`config.mk`:
```
export PLATFORM = sky130hd
export DESIGN_NAME = channel_packer
export DESIGN_NICKNAME = d
export VERILOG_FILES = /design/src/rtl/channel_packer_slot_reg.sv /design/src/rtl/channel_packer.sv
export SDC_FILE = /design/constraint.sdc
export NUM_CORES = 1
export LEC_CHECK = 0
export ABC_AREA = 1
export CAP_MARGIN = 5
export CELL_PAD_IN_SITES_DETAIL_PLACEMENT = 1
export CELL_PAD_IN_SITES_GLOBAL_PLACEMENT = 1
export CORE_ASPECT_RATIO = 1.25
export CORE_MARGIN = 1.5
export CORE_UTILIZATION = 38
export DETAILED_ROUTE_END_ITERATION = 10
export PLACE_DENSITY = 0.87
export SLEW_MARGIN = 40
export SYNTH_ARGS = -nofsm -noshare
export SYNTH_HDL_FRONTEND = slang
export SYNTH_SLANG_ARGS = --single-unit
```
`constraint.sdc`:
```
create_clock -name clk -period 2.4 [get_ports clk]
set_clock_uncertainty 0.15 [all_clocks]
set_input_delay 0.6 -clock clk [delete_from_list [all_inputs] [get_ports clk]]
set_output_delay 0.6 -clock clk [all_outputs]
set_load 0.02 [all_outputs]
```
`src/rtl/channel_packer_slot_reg.sv`:
```
// One assembly slot: a BIT_WIDTH register that loads on write enable.
// It has no reset because its contents only matter after a write.

module channel_packer_slot_reg #(
    parameter int unsigned BIT_WIDTH = 8
) (
    input  logic                 clk,
    input  logic                 we,
    input  logic [BIT_WIDTH-1:0] d,
    output logic [BIT_WIDTH-1:0] q
);

    logic [BIT_WIDTH-1:0] data_d;
    logic [BIT_WIDTH-1:0] data_q;

    always_comb begin
        data_d = data_q;
        if (we) begin
            data_d = d;
        end
    end

    always_ff @(posedge clk) begin
        data_q <= data_d;
    end

    assign q = data_q;

endmodule

```
`src/rtl/channel_packer.sv`:
```
// Serial-to-parallel packer: collects NUM_CHANNEL samples into one word and
// offers it downstream over valid/rdy, double-buffered for one sample per cycle.

module channel_packer #(
    parameter int unsigned BIT_WIDTH   = 8,
    parameter int unsigned NUM_CHANNEL = 3,
    localparam int unsigned CNT_W      = (NUM_CHANNEL > 1) ? $clog2(NUM_CHANNEL) : 1
) (
    input  logic                             clk,
    input  logic                             rst,
    input  logic                             soft_clr,
    input  logic                             in_valid,
    output logic                             in_rdy,
    input  logic [BIT_WIDTH-1:0]             in_data,
    input  logic                             out_rdy,
    output logic                             out_valid,
    output logic [NUM_CHANNEL*BIT_WIDTH-1:0] out_data,
    output logic [CNT_W-1:0]                 chan_idx
);

    localparam int unsigned OUT_W = NUM_CHANNEL * BIT_WIDTH;
    localparam int unsigned ASM_N = (NUM_CHANNEL > 1) ? NUM_CHANNEL - 1 : 1;
    localparam logic [CNT_W-1:0] LAST_IDX = CNT_W'(NUM_CHANNEL - 1);

    localparam logic [0:0] FILL = 1'b0;
    localparam logic [0:0] FULL = 1'b1;

    logic [0:0]           state_d;
    logic [0:0]           state_q;
    logic [CNT_W-1:0]     chan_idx_d;
    logic [CNT_W-1:0]     chan_idx_q;
    logic [OUT_W-1:0]     out_data_d;
    logic [OUT_W-1:0]     out_data_q;
    logic [OUT_W-1:0]     new_word;
    logic                 in_fire;
    logic                 out_fire;
    logic                 last;
    logic [BIT_WIDTH-1:0] slot_q [ASM_N];

    // The last slot can only be taken when the output register is free or draining.
    assign in_rdy = (chan_idx_q != LAST_IDX) || (state_q == FILL) || out_rdy;

    generate
        if (NUM_CHANNEL > 1) begin : g_asm
            for (genvar i = 0; i < int'(NUM_CHANNEL) - 1; i++) begin : g_slot
                channel_packer_slot_reg #(
                    .BIT_WIDTH (BIT_WIDTH)
                ) u_slot (
                    .clk (clk),
                    .we  (in_fire && (chan_idx_q == CNT_W'(i))),
                    .d   (in_data),
                    .q   (slot_q[i])
                );
            end
        end else begin : g_no_asm
            assign slot_q[0] = '0;
        end
    endgenerate

    // soft_clr drops the sample on the assembly side but leaves the output word alone.
    always_comb begin
        in_fire    = in_valid && in_rdy && !soft_clr;
        out_fire   = (state_q == FULL) && out_rdy;
        last       = (chan_idx_q == LAST_IDX);
        state_d    = state_q;
        chan_idx_d = chan_idx_q;
        out_data_d = out_data_q;

        new_word = '0;
        new_word[OUT_W-1 -: BIT_WIDTH] = in_data;
        for (int i = 0; i < int'(NUM_CHANNEL) - 1; i++) begin
            new_word[i*BIT_WIDTH +: BIT_WIDTH] = slot_q[i];
        end

        if (soft_clr) begin
            chan_idx_d = '0;
        end else if (in_fire) begin
            chan_idx_d = last ? '0 : chan_idx_q + CNT_W'(1);
        end

        if (in_fire && last) begin
            state_d    = FULL;
            out_data_d = new_word;
        end else if (out_fire) begin
            state_d = FILL;
        end
    end

    always_ff @(posedge clk or posedge rst) begin
        if (rst) begin
            state_q    <= FILL;
            chan_idx_q <= '0;
        end else begin
            state_q    <= state_d;
            chan_idx_q <= chan_idx_d;
        end
    end

    always_ff @(posedge clk) begin
        out_data_q <= out_data_d;
    end

    assign out_valid = (state_q == FULL);
    assign out_data  = out_data_q;
    assign chan_idx  = chan_idx_q;

endmodule

```
== Word-level counts from Yosys, hierarchy flattened ==
Index checks and enable logic that the tools add are counted.
Storage, ports and cells
  output and inout bits: 28
  word-level logic and storage cells: 27
  bits in registers: 43
Cells by class
  eq/ne operators: 3
  $add $sub $neg: 1
  reductions and logical operators: 12
  muxes and demuxes: 5
  bitwise logic cells: 1
Operators with widths (number)
  $logic_and 1x1->1: 6
  $mux 2: 3
  $reduce_bool 2->1: 2
  $add 2x1->2 const B: 1
  $eq 2x1->1 const B: 1
  $eq 2x2->1 const B: 1
  $logic_not 2->1: 1
  $logic_or 1x1->1: 2
  $mux 1: 2
  $ne 2x2->1 const B: 1
  $logic_not 1->1: 1
  $not 1->1: 1

== Longest topological paths before layout ==
  depth in word-level cells: 7
  depth in mapped cells: 6
  depth with buffers taken out: 6

== Cells and area by module ==
Synthesis repeated with hierarchy kept, for this count alone.
Unflattened totals
  cells, all modules: 64
  area, all modules: 1375.1 µm²
By module, submodules not included
  channel_packer: sequential area each 795.8 µm², area an instance 894.6 µm², times used 1, cells each 48
  channel_packer_slot_reg: sequential area each 240.2 µm², area an instance 240.2 µm², times used 2, cells each 8

== Worst setup path before layout ==
No wires, ideal clock.
  kind: reg-to-reg
  from: register chan_idx_q[1], in the netlist chan_idx[1]
  to: register out_data_q[0], in the netlist out_data[0], enable pin
  slack: 590 ps
  library setup time: 379 ps
  clock period less this slack: 1810 ps
  stages on the path, launching flop included: 5
  data arrival time: 1281 ps
  cells stage by stage: dfrtp_1 > inv_1 > nor2_2 > nand4_1 > inv_1
On the way
  word-level cells in the longest chain between the ends: 6
  elaborated cells between the ends (all ways): 7
  classes of those cells: eq/ne: 2; reduce/logical: 5
RTL lines
  from (decl): RTL line channel_packer.sv:31  | logic [CNT_W-1:0] chan_idx_q;
  from (signal assigned): RTL line channel_packer.sv:95  | chan_idx_q <= chan_idx_d;
  $ne 2x2->1: RTL line channel_packer.sv:41  | assign in_rdy = (chan_idx_q != LAST_IDX) || (state_q == FILL) || out_rdy;
  $logic_or 1x1->1 (2 in a row): RTL line channel_packer.sv:41
  $logic_and 1x1->1 (2 in a row): RTL line channel_packer.sv:62  | in_fire = in_valid && in_rdy && !soft_clr;
  $logic_and 1x1->1 *: RTL line channel_packer.sv:81  | if (in_fire && last) begin
  to (signal assigned): RTL line channel_packer.sv:100  | out_data_q <= out_data_d;
  to (decl): RTL line channel_packer.sv:33  | logic [OUT_W-1:0] out_data_q;
Mark *: on every way between the ends. The rest lies on a longest branch, timed or not.
A chain may end at the register's enable or synchronous reset.

== Worst setup path in the final report ==
  from: input port out_rdy
  to: output port in_rdy
On the way
  word-level cells in the longest chain between the ends: 1
RTL lines
  from (decl): RTL line channel_packer.sv:15  | input logic out_rdy,
  $logic_or 1x1->1: RTL line channel_packer.sv:41
  to (decl): RTL line channel_packer.sv:13  | output logic in_rdy,
No other way between the ends.

==> flow_summary_export.csv <==
group,metric,value,unit
status,status,"completed",
placed_design,hpwl,1610,um
layout,nFillCells,319,
run,maxCapViolCount,0,
sta,setup_slack,88.8,ps
global_routing,grt_max_degree,25,
global_routing,grt_pass1_wl,3750,um
placed_design,place_congestion,0.664,
setup_path,start_kind,"input port",
yosys,yosys.area.top_type,"edfxtp_1",
routing,vias,722,
setup_path,reg2reg_from,"chan_idx[0]",
yosys,netlist_area,1380,um^2
sta,worstMarginPinSlew,374,ps
yosys,async_reset_ff_share,6.98,%
hold_path,hp-class,"reg -> reg",
setup_path,path_max_fanout,2,
sta,finalSetupViolCount,0,
floorplanning,die_x,56.8,um
power_and_ir_drop,p_per_area,742,nW/um^2
yosys,ys_top_cells_by_count,"edfxtp_1 (40), inv_1 (8), nand2_1 (4)",
sta,fin_hold_ws,272,ps
hold_path,hp-start,"g_asm.g_slot[0].u_slot.q[2]",
layout,insertedDiodeCount,0,
yosys,syn_nets,77,
floorplanning,initial_core_util,39.5,%
clocking,clkSlewWorstSetupHoldPaths,80,ps
routing,drt_iter0_markers,15,
yosys,yosys.cell_types.count,10,
yosys,synth_flop_cell,"edfxtp_1",
sta,hold_viol_final,0,
setup_path,ff2ff_path_depth,4,
global_routing,use_met2,23.1,%
sta,final_max_slew_viol_count,0,
power_and_ir_drop,p_leak,0.700,nW
routing,vias_per_cell,4.75,
routing,drt-total-wl,2300,um
hold_path,min_path_cells,0,
clocking,cts.sink_count,43,
yosys,ys_ff_latch,43,
layout,fin_nets,125,
yosys,synth_most_common_cell,"edfxtp_1",
layout,area_growth,42.2,%
yosys,seq_area_frac_synth,92.7,%
floorplanning,rows,24,
clocking,cts-htree-levels,2,
clocking,clockBufferDepth,2,
global_routing,grtUsageTotal,13.7,%
routing,wl_per_cell,15.1,um
global_routing,antenna_found_initial,0,
sta,rsz0062_at_grt,"no",
clocking,post-cts-setup-buffers,0,
yosys,ys_top_cells_by_area,"edfxtp_1 (87%), dfrtp_1 (5.5%), inv_1 (2.2%)",
placed_design,dp_slack,-154,ps
routing,drt_first_pass_iters,3,
global_routing,grtUsageMet3,7.04,%
sta,max_slew_margin,75.0,%
sta,final.min_clock_period,2310,ps
placed_design,port_buffers,40,
global_routing,met1_usage,11.7,%
routing,drcViolationCount,0,
global_routing,grt_pass1_vias,789,
clocking,insertion_delay,290,ps
yosys,synth.avg_cell_area,21.5,um^2
yosys,synth_top_area_share,87.3,%
yosys,postSynthCellCount,64,
setup_path,worst_setup_path_end_kind,"output pin",
power_and_ir_drop,vdd_drop_max,597,uV
floorplanning,die_area,3990,um^2
yosys,yosysWarnings,0,
floorplanning,die_h,70.3,um
setup_path,cp.arrival,1560,ps
setup_path,r2r-end,"out_data[13]",
yosys,synth_edf_count,40,
layout,drive_gt1_share,11.5,%
setup_path,required,1650,ps
setup_path,crit_type,"in -> out",
routing,ant_nets,0,
clocking,cts_root_buf,"clkbuf_8",
clocking,numCtsBuffers,5,
power_and_ir_drop,power,0.00145,W
floorplanning,io_pins,41,
global_routing,gr-total-overflow,0,
floorplanning,core_area,3480,um^2
sta,period_share,96.3,%
clocking,cts_tree,"built",
sta,fmaxAchievable,433,MHz
hold_path,hold_end,"out_data[2]",
setup_path,reg2reg_slack,870,ps
global_routing,grt.busiest_layer,"met2",
-- cell families (layout without fill, tap and decap cells) --
logic type / Yosys count / after routing / synth area share (%)
buffers and inverters: 9 / 58 / 2.55
flip-flops: 43 / 43 / 92.7
AND/OR/NAND/NOR: 12 / 12 / 4.73
-- through the flow --
step	cell area [um^2]	setup TNS [ps]	util [%]	cells
6_report	1960	0	56.2	152
5_1_grt	1960	0	56.2	152
4_1_cts	1960	0	56.2	152
3_5_place_dp	1850	-154	53.0	144
3_3_place_gp	1850	-123	53.0	144
2_1_floorplan	1380	0	-	64
-- sequential cells by signal (all words and copies together) (netlist names) --
name                   count
g_asm.g_slot.u_slot.q     16
out_data                  24
out_valid                  1
chan_idx                   2
-- critical path: stages --
cell	delay (ps)
clkdlybuf4s50_1	420
nor2_2	150
nand2_2	70
dlygate4sd2_1	320
-- layout make-up --
cell class,count,area (um^2),share of cell area [%]
Clock buffer,5,68.8,3.52
Clock inverter,3,43.8,2.24
Inverter,9,35.0,1.79
Multi-Input combinational cell,12,65.1,3.32
Sequential cell,43,1280,65.2
Tap cell,39,48.8,2.49
Timing Repair Buffer,41,419,21.4
-- where the power goes --
group,internal (W),switching [W]
Combinational,0.0000311,0.0000320
Clock,0.000309,0.000237
Sequential,0.000835,0.00000631
Total,0.00118,0.000275
-- how the worst max path moves through the flow --
stage	startpoint	end	depth (start not counted)
2_1_floorplan	chan_idx[1]	out_data[0]	4
3_3_place_gp	out_rdy	in_rdy	4
3_5_place_dp	out_rdy	in_rdy	4
4_1_cts	out_rdy	in_rdy	4
5_1_grt	out_rdy	in_rdy	4
6_report	out_rdy	in_rdy	4
-- per-layer routing --
metal	up-vias	wire (um)	share of wire, %
met5	-	0	0
met4	0	104	4.5
met3	9	171	7.4
met2	34	1250	54
met1	348	772	34
li1	331	-	-
-- placed cells by master, fill, tap and decap left out --
cell type and n:
clkdlybuf4s50_1 39, nand4_1 3, buf_12 1, edfxtp_1 40, clkbuf_8 5, clkinv_2 2
bufinv_16 1, nor2_2 2, dlygate4sd2_1 1, dfrtp_1 3, nand3_1 1, nand2_2 1
nand3b_1 1, clkinv_4 1, inv_1 8, nand2_1 4
-- what timing repair did --
action                     CTS  global route
hold buffers                 0             0
setup endpoints to repair    1             0
gates resized for setup      1             0
Note: power is estimated with default switching activity, not from simulation.
